$ cat src/rtl/alu_pkg.sv
// alu_pkg: shared opcode/state enums and widths for the alu datapath and its sequencer
package alu_pkg;
  localparam int ALU_W = 16;
  localparam int REQ_W = 32;
  typedef enum logic [2:0] {ADD, SUB, AND, OR, NOT, XOR, ROL, ROR} op_e;
  typedef enum logic [2:0] {IDLE, LO, HI, FIX, RESP} state_e;
endpackage

$ cat src/rtl/alu.sv
// alu: combinational 16-bit ALU; carry is carry-out, borrow, or rotated-out bit
module alu
  import alu_pkg::*;
(
  input  op_e              op,
  input  logic [ALU_W-1:0] a,
  input  logic [ALU_W-1:0] b,
  output logic [ALU_W-1:0] y,
  output logic             carry,
  output logic             zero
);
  // one pass of the selected operation
  always_comb begin
    {carry, y} = '0;
    case (op)
      ADD: {carry, y} = {1'b0, a} + {1'b0, b};
      SUB: {carry, y} = {1'b0, a} - {1'b0, b};
      AND: y = a & b;
      OR:  y = a | b;
      NOT: y = ~a;
      XOR: y = a ^ b;
      ROL: {carry, y} = {a[ALU_W-1], a[ALU_W-2:0], a[ALU_W-1]};
      ROR: {carry, y} = {a[0], a[0], a[ALU_W-1:1]};
      default: ;
    endcase
  end
  assign zero = y == '0;
endmodule

$ cat src/rtl/alu_ctrl.sv
// alu_ctrl: valid/ready sequencer driving alu in low/high/fix-up passes; ALU_CTRL_WIDE_EN enables 32-bit ops
module alu_ctrl
  import alu_pkg::*;
(
  input  logic             clk,
  input  logic             rst,
  input  logic             req_valid,
  output logic             req_ready,
  input  logic [2:0]       req_op,
  input  logic             req_wide,
  input  logic [REQ_W-1:0] req_a,
  input  logic [REQ_W-1:0] req_b,
  output logic             resp_valid,
  input  logic             resp_ready,
  output logic [REQ_W-1:0] resp_out,
  output logic             resp_carry,
  output logic             resp_zero,
  output logic             flag_c,
  output logic             flag_z
);
  state_e state;
  op_e op;
  logic [REQ_W-1:0] a, b;
  logic [ALU_W-1:0] alu_a, alu_b, y;
  logic c, z;
`ifdef ALU_CTRL_WIDE_EN
  logic wide, lo_c, hi_c, arith, wide_c;
  logic [ALU_W-1:0] lo, hi, lo_w, hi_w;
  assign arith = op == ADD || op == SUB;
  // high pass on the upper halves, fix-up pass adds/subtracts 1 from the stored high half
  always_comb begin
    alu_a = state == HI ? a[31:16] : state == FIX ? hi : a[15:0];
    alu_b = state == HI ? b[31:16] : state == FIX ? 16'd1 : b[15:0];
  end
  // stitch the bit that crosses the half boundary into each rotated half
  always_comb begin
    lo_w = op == ROL ? {lo[15:1], a[31]} : op == ROR ? {a[16], lo[14:0]} : lo;
    hi_w = op == ROL ? {y[15:1], a[15]} : op == ROR ? {a[0], y[14:0]} : y;
    wide_c = arith ? c : op == ROL ? a[31] : op == ROR ? a[0] : 1'b0;
  end
`else
  logic unused_hi;
  assign unused_hi = ^{req_wide, a[31:16], b[31:16]};
  assign alu_a = a[15:0];
  assign alu_b = b[15:0];
`endif
  assign req_ready = state == IDLE && !rst;
  alu u_alu (.op(op), .a(alu_a), .b(alu_b), .y(y), .carry(c), .zero(z));
  // sequencing FSM with registered response and sticky flags
  always_ff @(posedge clk) begin
    if (rst) begin
      state <= IDLE;
      resp_valid <= 1'b0;
      resp_out <= '0;
      resp_carry <= 1'b0;
      resp_zero <= 1'b0;
      flag_c <= 1'b0;
      flag_z <= 1'b0;
    end else begin
      case (state)
        IDLE: if (req_valid) begin
          a <= req_a;
          b <= req_b;
          op <= op_e'(req_op);
`ifdef ALU_CTRL_WIDE_EN
          wide <= req_wide;
`endif
          state <= LO;
        end
        LO:
`ifdef ALU_CTRL_WIDE_EN
          if (wide) begin
            lo <= y;
            lo_c <= c;
            state <= HI;
          end else
`endif
          begin
            resp_out <= {16'h0, y};
            resp_carry <= c;
            resp_zero <= z;
            resp_valid <= 1'b1;
            state <= RESP;
          end
`ifdef ALU_CTRL_WIDE_EN
        HI: if (arith && lo_c) begin
          hi <= y;
          hi_c <= c;
          state <= FIX;
        end else begin
          resp_out <= {hi_w, lo_w};
          resp_carry <= wide_c;
          resp_zero <= {hi_w, lo_w} == '0;
          resp_valid <= 1'b1;
          state <= RESP;
        end
        FIX: begin
          resp_out <= {y, lo};
          resp_carry <= hi_c | c;
          resp_zero <= {y, lo} == '0;
          resp_valid <= 1'b1;
          state <= RESP;
        end
`endif
        RESP: if (resp_ready) begin
          flag_c <= resp_carry;
          flag_z <= resp_zero;
          resp_valid <= 1'b0;
          state <= IDLE;
        end
        default: state <= IDLE;
      endcase
    end
  end
endmodule

$ cat config.mk
export PLATFORM = sky130hd
export DESIGN_NAME = alu_ctrl
export DESIGN_NICKNAME = d
export VERILOG_FILES = /design/src/rtl/alu_pkg.sv /design/src/rtl/alu.sv /design/src/rtl/alu_ctrl.sv
export SDC_FILE = /design/constraint.sdc
export NUM_CORES = 1
export LEC_CHECK = 0
export ABC_AREA = 1
export CORE_ASPECT_RATIO = 0.75
export CORE_UTILIZATION = 40
export DETAILED_ROUTE_END_ITERATION = 8
export GPL_TIMING_DRIVEN = 0
export PLACE_DENSITY = 0.65
export REMOVE_ABC_BUFFERS = 1
export SLEW_MARGIN = 20
export SYNTH_ARGS = -nofsm -noshare
export SYNTH_HDL_FRONTEND = slang
export SYNTH_HIERARCHICAL = 1
export SYNTH_SLANG_ARGS = --single-unit
$ cat constraint.sdc
create_clock -name clk -period 7.8 [get_ports clk]
set_input_delay 2.34 -clock clk [delete_from_list [all_inputs] [get_ports clk]]
set_output_delay 2.34 -clock clk [all_outputs]
set_load 0.05 [all_outputs]
Word level (Yosys, flattened, before mapping)
Index checks and enable logic that the tools add are counted.

word-level totals
  register bits after elaboration = 59

cells by class
  mux-type cells = 7
  eq/ne operators = 11
  reductions and logical operators = 10
  add/subtract/negate cells = 2
  bitwise gates (word level) = 5

operators by type and width
  cell                  count
  $pmux W16 S8          1
  $add A16 B16 Y17      1
  $sub A16 B16 Y17      1
  $and A16 B16 Y16      1
  $logic_not A16 Y1     1
  $not A16 Y16          1
  $or A16 B16 Y16       1
  $xor A16 B16 Y16      1
  $eq A3 B3 Y1 const B  5
  $pmux W3 S3           1
  $eq A3 B1 Y1 const B  2
  $eq A3 B2 Y1 const B  2
  $logic_not A3 Y1      2
  $mux W3               2
  $reduce_and A2 Y1     3
  $ne A2 B2 Y1 const B  2
  $pmux W1 S4           1
  $reduce_and A3 Y1     1
  $pmux W1 S2           1
  $reduce_bool A2 Y1    1
  $logic_and A1 B1 Y1   1
  $logic_not A1 Y1      1
  $mux W1               1
  $not A1 Y1            1

Depth between registers and ports, before layout
  depth in word-level cells = 3
  depth in mapped cells = 20

By module
The synthesis kept the hierarchy.

modules (own cells, without submodules)
  module    cells an instance  times used  area each (um^2)
  alu       619                1           3214.3
  alu_ctrl  159                1           2024.4

Worst setup path before layout
OpenSTA, ideal clock, no wires.

  kind = input to output
  from = input port rst
  to = output port req_ready
  arrival time = 2994 ps
  buffers on the path = 0
  path slack = 2466 ps
  cell stages on the path = 1
  data required time = 5460 ps
  cells stage by stage = nor2_1

on the way
  word-level cells in the longest chain between the ends = 2

ends and longest elaborated chain
  element              line            text
  start, declared      alu_ctrl.sv:6   input logic rst,
  $logic_not A1 Y1     alu_ctrl.sv:47  assign req_ready = state == IDLE && !rst;
  $logic_and A1 B1 Y1  alu_ctrl.sv:47
  end, declared        alu_ctrl.sv:8   output logic req_ready,

Every way passes these cells.

Final worst setup path
Same ends and word-level chain as after synthesis.

==> flow_summary.yaml <==
synth:
  async_flop_share_pct: 0
  synth-main-ff-cell: "edfxtp_1"
  yosysSeqAreaShare_pct: 28.9
  synth_area_per_cell_um2: 6.73
  yosysTopAreaCellShare_pct: 20.1
  syn_inst: 778
  synth_area_um2: 5240
  post-synth-top-area-cell: "edfxtp_1"
  synth.ff_latch_count: 58
  synth_area_leaders: "edfxtp_1, nand2_1, ha_1"
  synth_edf_count: 35
  yosysUniqueCellTypes: 44
  ys_warn_count: 6
die:
  start_util_pct: 41.8
  ios: 110
  dieArea_um2: 13600
  die_y_um: 101
  die_w_um: 134
  rows: 35
  coreArea_um2: 12500
power:
  peakVddDrop_uv: 99.1
  power.density_nw_per_um2: 169
  power.total_mw: 1.05
  p_leak_nw: 2.99
setup_path:
  worstSetupPathType: "input pin to output pin"
  timing.rr.end: "resp_zero$_SDFFE_PP0P_"
  critPathRequiredTime_ns: 5.46
  arrival_ns: 3.73
  rr_worst_depth: 13
  cp-start-kind: "input pin"
  ff2ff_setup_slack_ns: 4.67
  cp_max_fo: 4
  setup.worst_path.end: "req_ready"
  r2r_start: "op[2]$_DFFE_PP_"
  setup.worst_path.start: "rst"
  endpoint_kind: "output pin"
sta:
  setup_tns_ns: 0
  finalCriticalPeriod_ns: 6.07
  slew_violations: 0
  fmax_mhz: 165
  clock_skew_ns: 0.00543
  rsz0062_at_grt: "no"
  setup_viol: 0
  min_period_over_period_pct: 77.8
  worstMarginPinSlew_ns: 0.755
  relSlewSlack_pct: 49.5
  hold_viol_final: 0
routing:
  wl_mm: 14.7
  drcViolationCount: 0
  vias_per_cell: 5.15
  drt_iter0_markers: 427
  vias: 5134
  drtAntennaViolNets: 0
  drtPass1Iterations: 6
  wl_per_cell_um: 14.8
clocking:
  clk_path_buf_depth: 2
  cts_made_buffers: 9
  cts_tree: "built"
  h-tree-depth: 3
  hold_buffers: 0
  ctsResizeCount: 0
  post_cts_buffers: 0
  clk_pin_slew_ns: 0.05
  clk_latency_ns: 0.34
  clock-sinks: 58
  cts_root_buffer: "clkbuf_16"
global_route:
  grt_pass1_vias: 4352
  grt_overflow: 0
  grt_antenna_before_repair: 0
  track_usage_pct: 22.7
  grt_pass1_wl_mm: 23.3
  grt_max_degree: 25
hold_path:
  hp-class: "register to register"
placed_design:
  dp_hpwl_mm: 11.3
  place_congestion: 0.951
  portBuffers: 60
cells_and_area:
  drive_gt1_share_pct: 4.93
  final_net_count: 948
  num-fill-cells: 1285
  antenna_cells: 0
  area_delta_synth_final_pct: 18.1
run:
  maxCapViolCount: 0
status:
  status: "completed"
-- worst max-delay path, cell delays in order --
cell and delay (ns):
clkdlybuf4s50_1 0.46, nor2_1 0.12, clkdlybuf4s50_1 0.80
-- layout by cell type, fill, tap and decap left out, drive strengths merged, types with 2 or more instances in the layout --
cell,n
nand2,193
and2,2
dfxtp,23
o211ai,5
a21oi,27
ha,48
inv,121
o221ai,2
edfxtp,35
clkbuf,12
clkdlybuf4s50,60
nor3,12
nand4,15
clkinv,3
conb,16
fa,2
o21ai,39
o22ai,17
or2,4
nor2,103
o21bai,2
nand3,81
-- cell families (layout without fill, tap and decap cells) --
family	count (synthesis)	count (layout)	synth area share, %
and+or+nand+nor	414	414	34.5
buffers and inverters	159	197	14.0
AOI/OAI and AO/OA	94	94	10.0
DFF	58	58	28.9
adders and majority gates	50	50	12.2
xor gates and xnor gates	2	2	0.334
other	1	16	0.0716
-- how the worst min path moves through the flow --
stage	cells past startpoint	endpoint	startpoint	slack [ns]
finish	2	resp_valid$_SDFFE_PP0P_	resp_valid$_SDFFE_PP0P_	0.46
global placement	2	resp_valid$_SDFFE_PP0P_	resp_valid$_SDFFE_PP0P_	0.45
CTS	2	resp_valid$_SDFFE_PP0P_	resp_valid$_SDFFE_PP0P_	0.46
detailed placement	2	resp_valid$_SDFFE_PP0P_	resp_valid$_SDFFE_PP0P_	0.45
floorplan	2	state[2]$_SDFFE_PP0P_	state[2]$_SDFFE_PP0P_	0.48
global route	2	resp_valid$_SDFFE_PP0P_	resp_valid$_SDFFE_PP0P_	0.47
-- metrics by stage --
| stage | util, % | instances | worst slack [ns] | hold WS [ns] | area (µm²) |
|---|---|---|---|---|---|
| 6_report | 49.4 | 997 | 1.73 | 0.463 | 6180 |
| 5_1_grt | 49.4 | 997 | 1.67 | 0.474 | 6180 |
| 4_1_cts | 49.4 | 997 | 1.73 | 0.463 | 6180 |
| 3_5_place_dp | 46.8 | 981 | 1.73 | 0.454 | 5870 |
| 3_3_place_gp | 46.6 | 980 | 1.68 | 0.453 | 5830 |
| 2_1_floorplan | - | 754 | 2.47 | 0.475 | 5020 |
-- flip-flops by register name, indices dropped and copies added (netlist names) --
signal	flops
a	16
flag_c	1
resp_carry	1
resp_valid	1
b	16
state	2
resp_zero	1
op	3
resp_out	16
flag_z	1
-- layout make-up --
type / count / area, µm² / area share (%)
tap: 166 / 208 / 3.36
clock inverter: 4 / 28.8 / 0.465
timing repair buffer: 61 / 628 / 10.2
multi-input combinational: 576 / 3060 / 49.5
inverter: 120 / 460 / 7.44
clock buffer: 12 / 289 / 4.67
sequential: 58 / 1510 / 24.4
-- power breakdown --
group	internal (mW)	switching [mW]
clock	0.263	0.152
combinational	0.0899	0.184
sequential	0.344	0.0139
total	0.697	0.350
-- routing by layer --
layer,share of wire [%],up-vias,track usage (%)
met5,0,-,0
met4,1.5,0,7.17
met3,9.8,18,5.13
met2,40,235,32.1
met1,49,2303,33.8
li1,-,2578,-
-- Yosys cell counts (2+ instances only) --
master,count
nand2_1,190
inv_1,114
nor2_1,97
nand3_1,78
ha_1,48
o21ai_0,39
edfxtp_1,35
a21oi_1,26
dfxtp_1,23
buf_4,19
o22ai_1,17
nand4_1,15
buf_2,14
nor3_1,11
nor2_2,5
o211ai_1,5
buf_6,3
inv_2,3
or2_2,3
and2_1,2
clkbuf_2,2
fa_1,2
inv_4,2
nand2_4,2
nand3_4,2
o21bai_1,2
o221ai_1,2
Note: power is estimated with default switching activity, not from simulation.
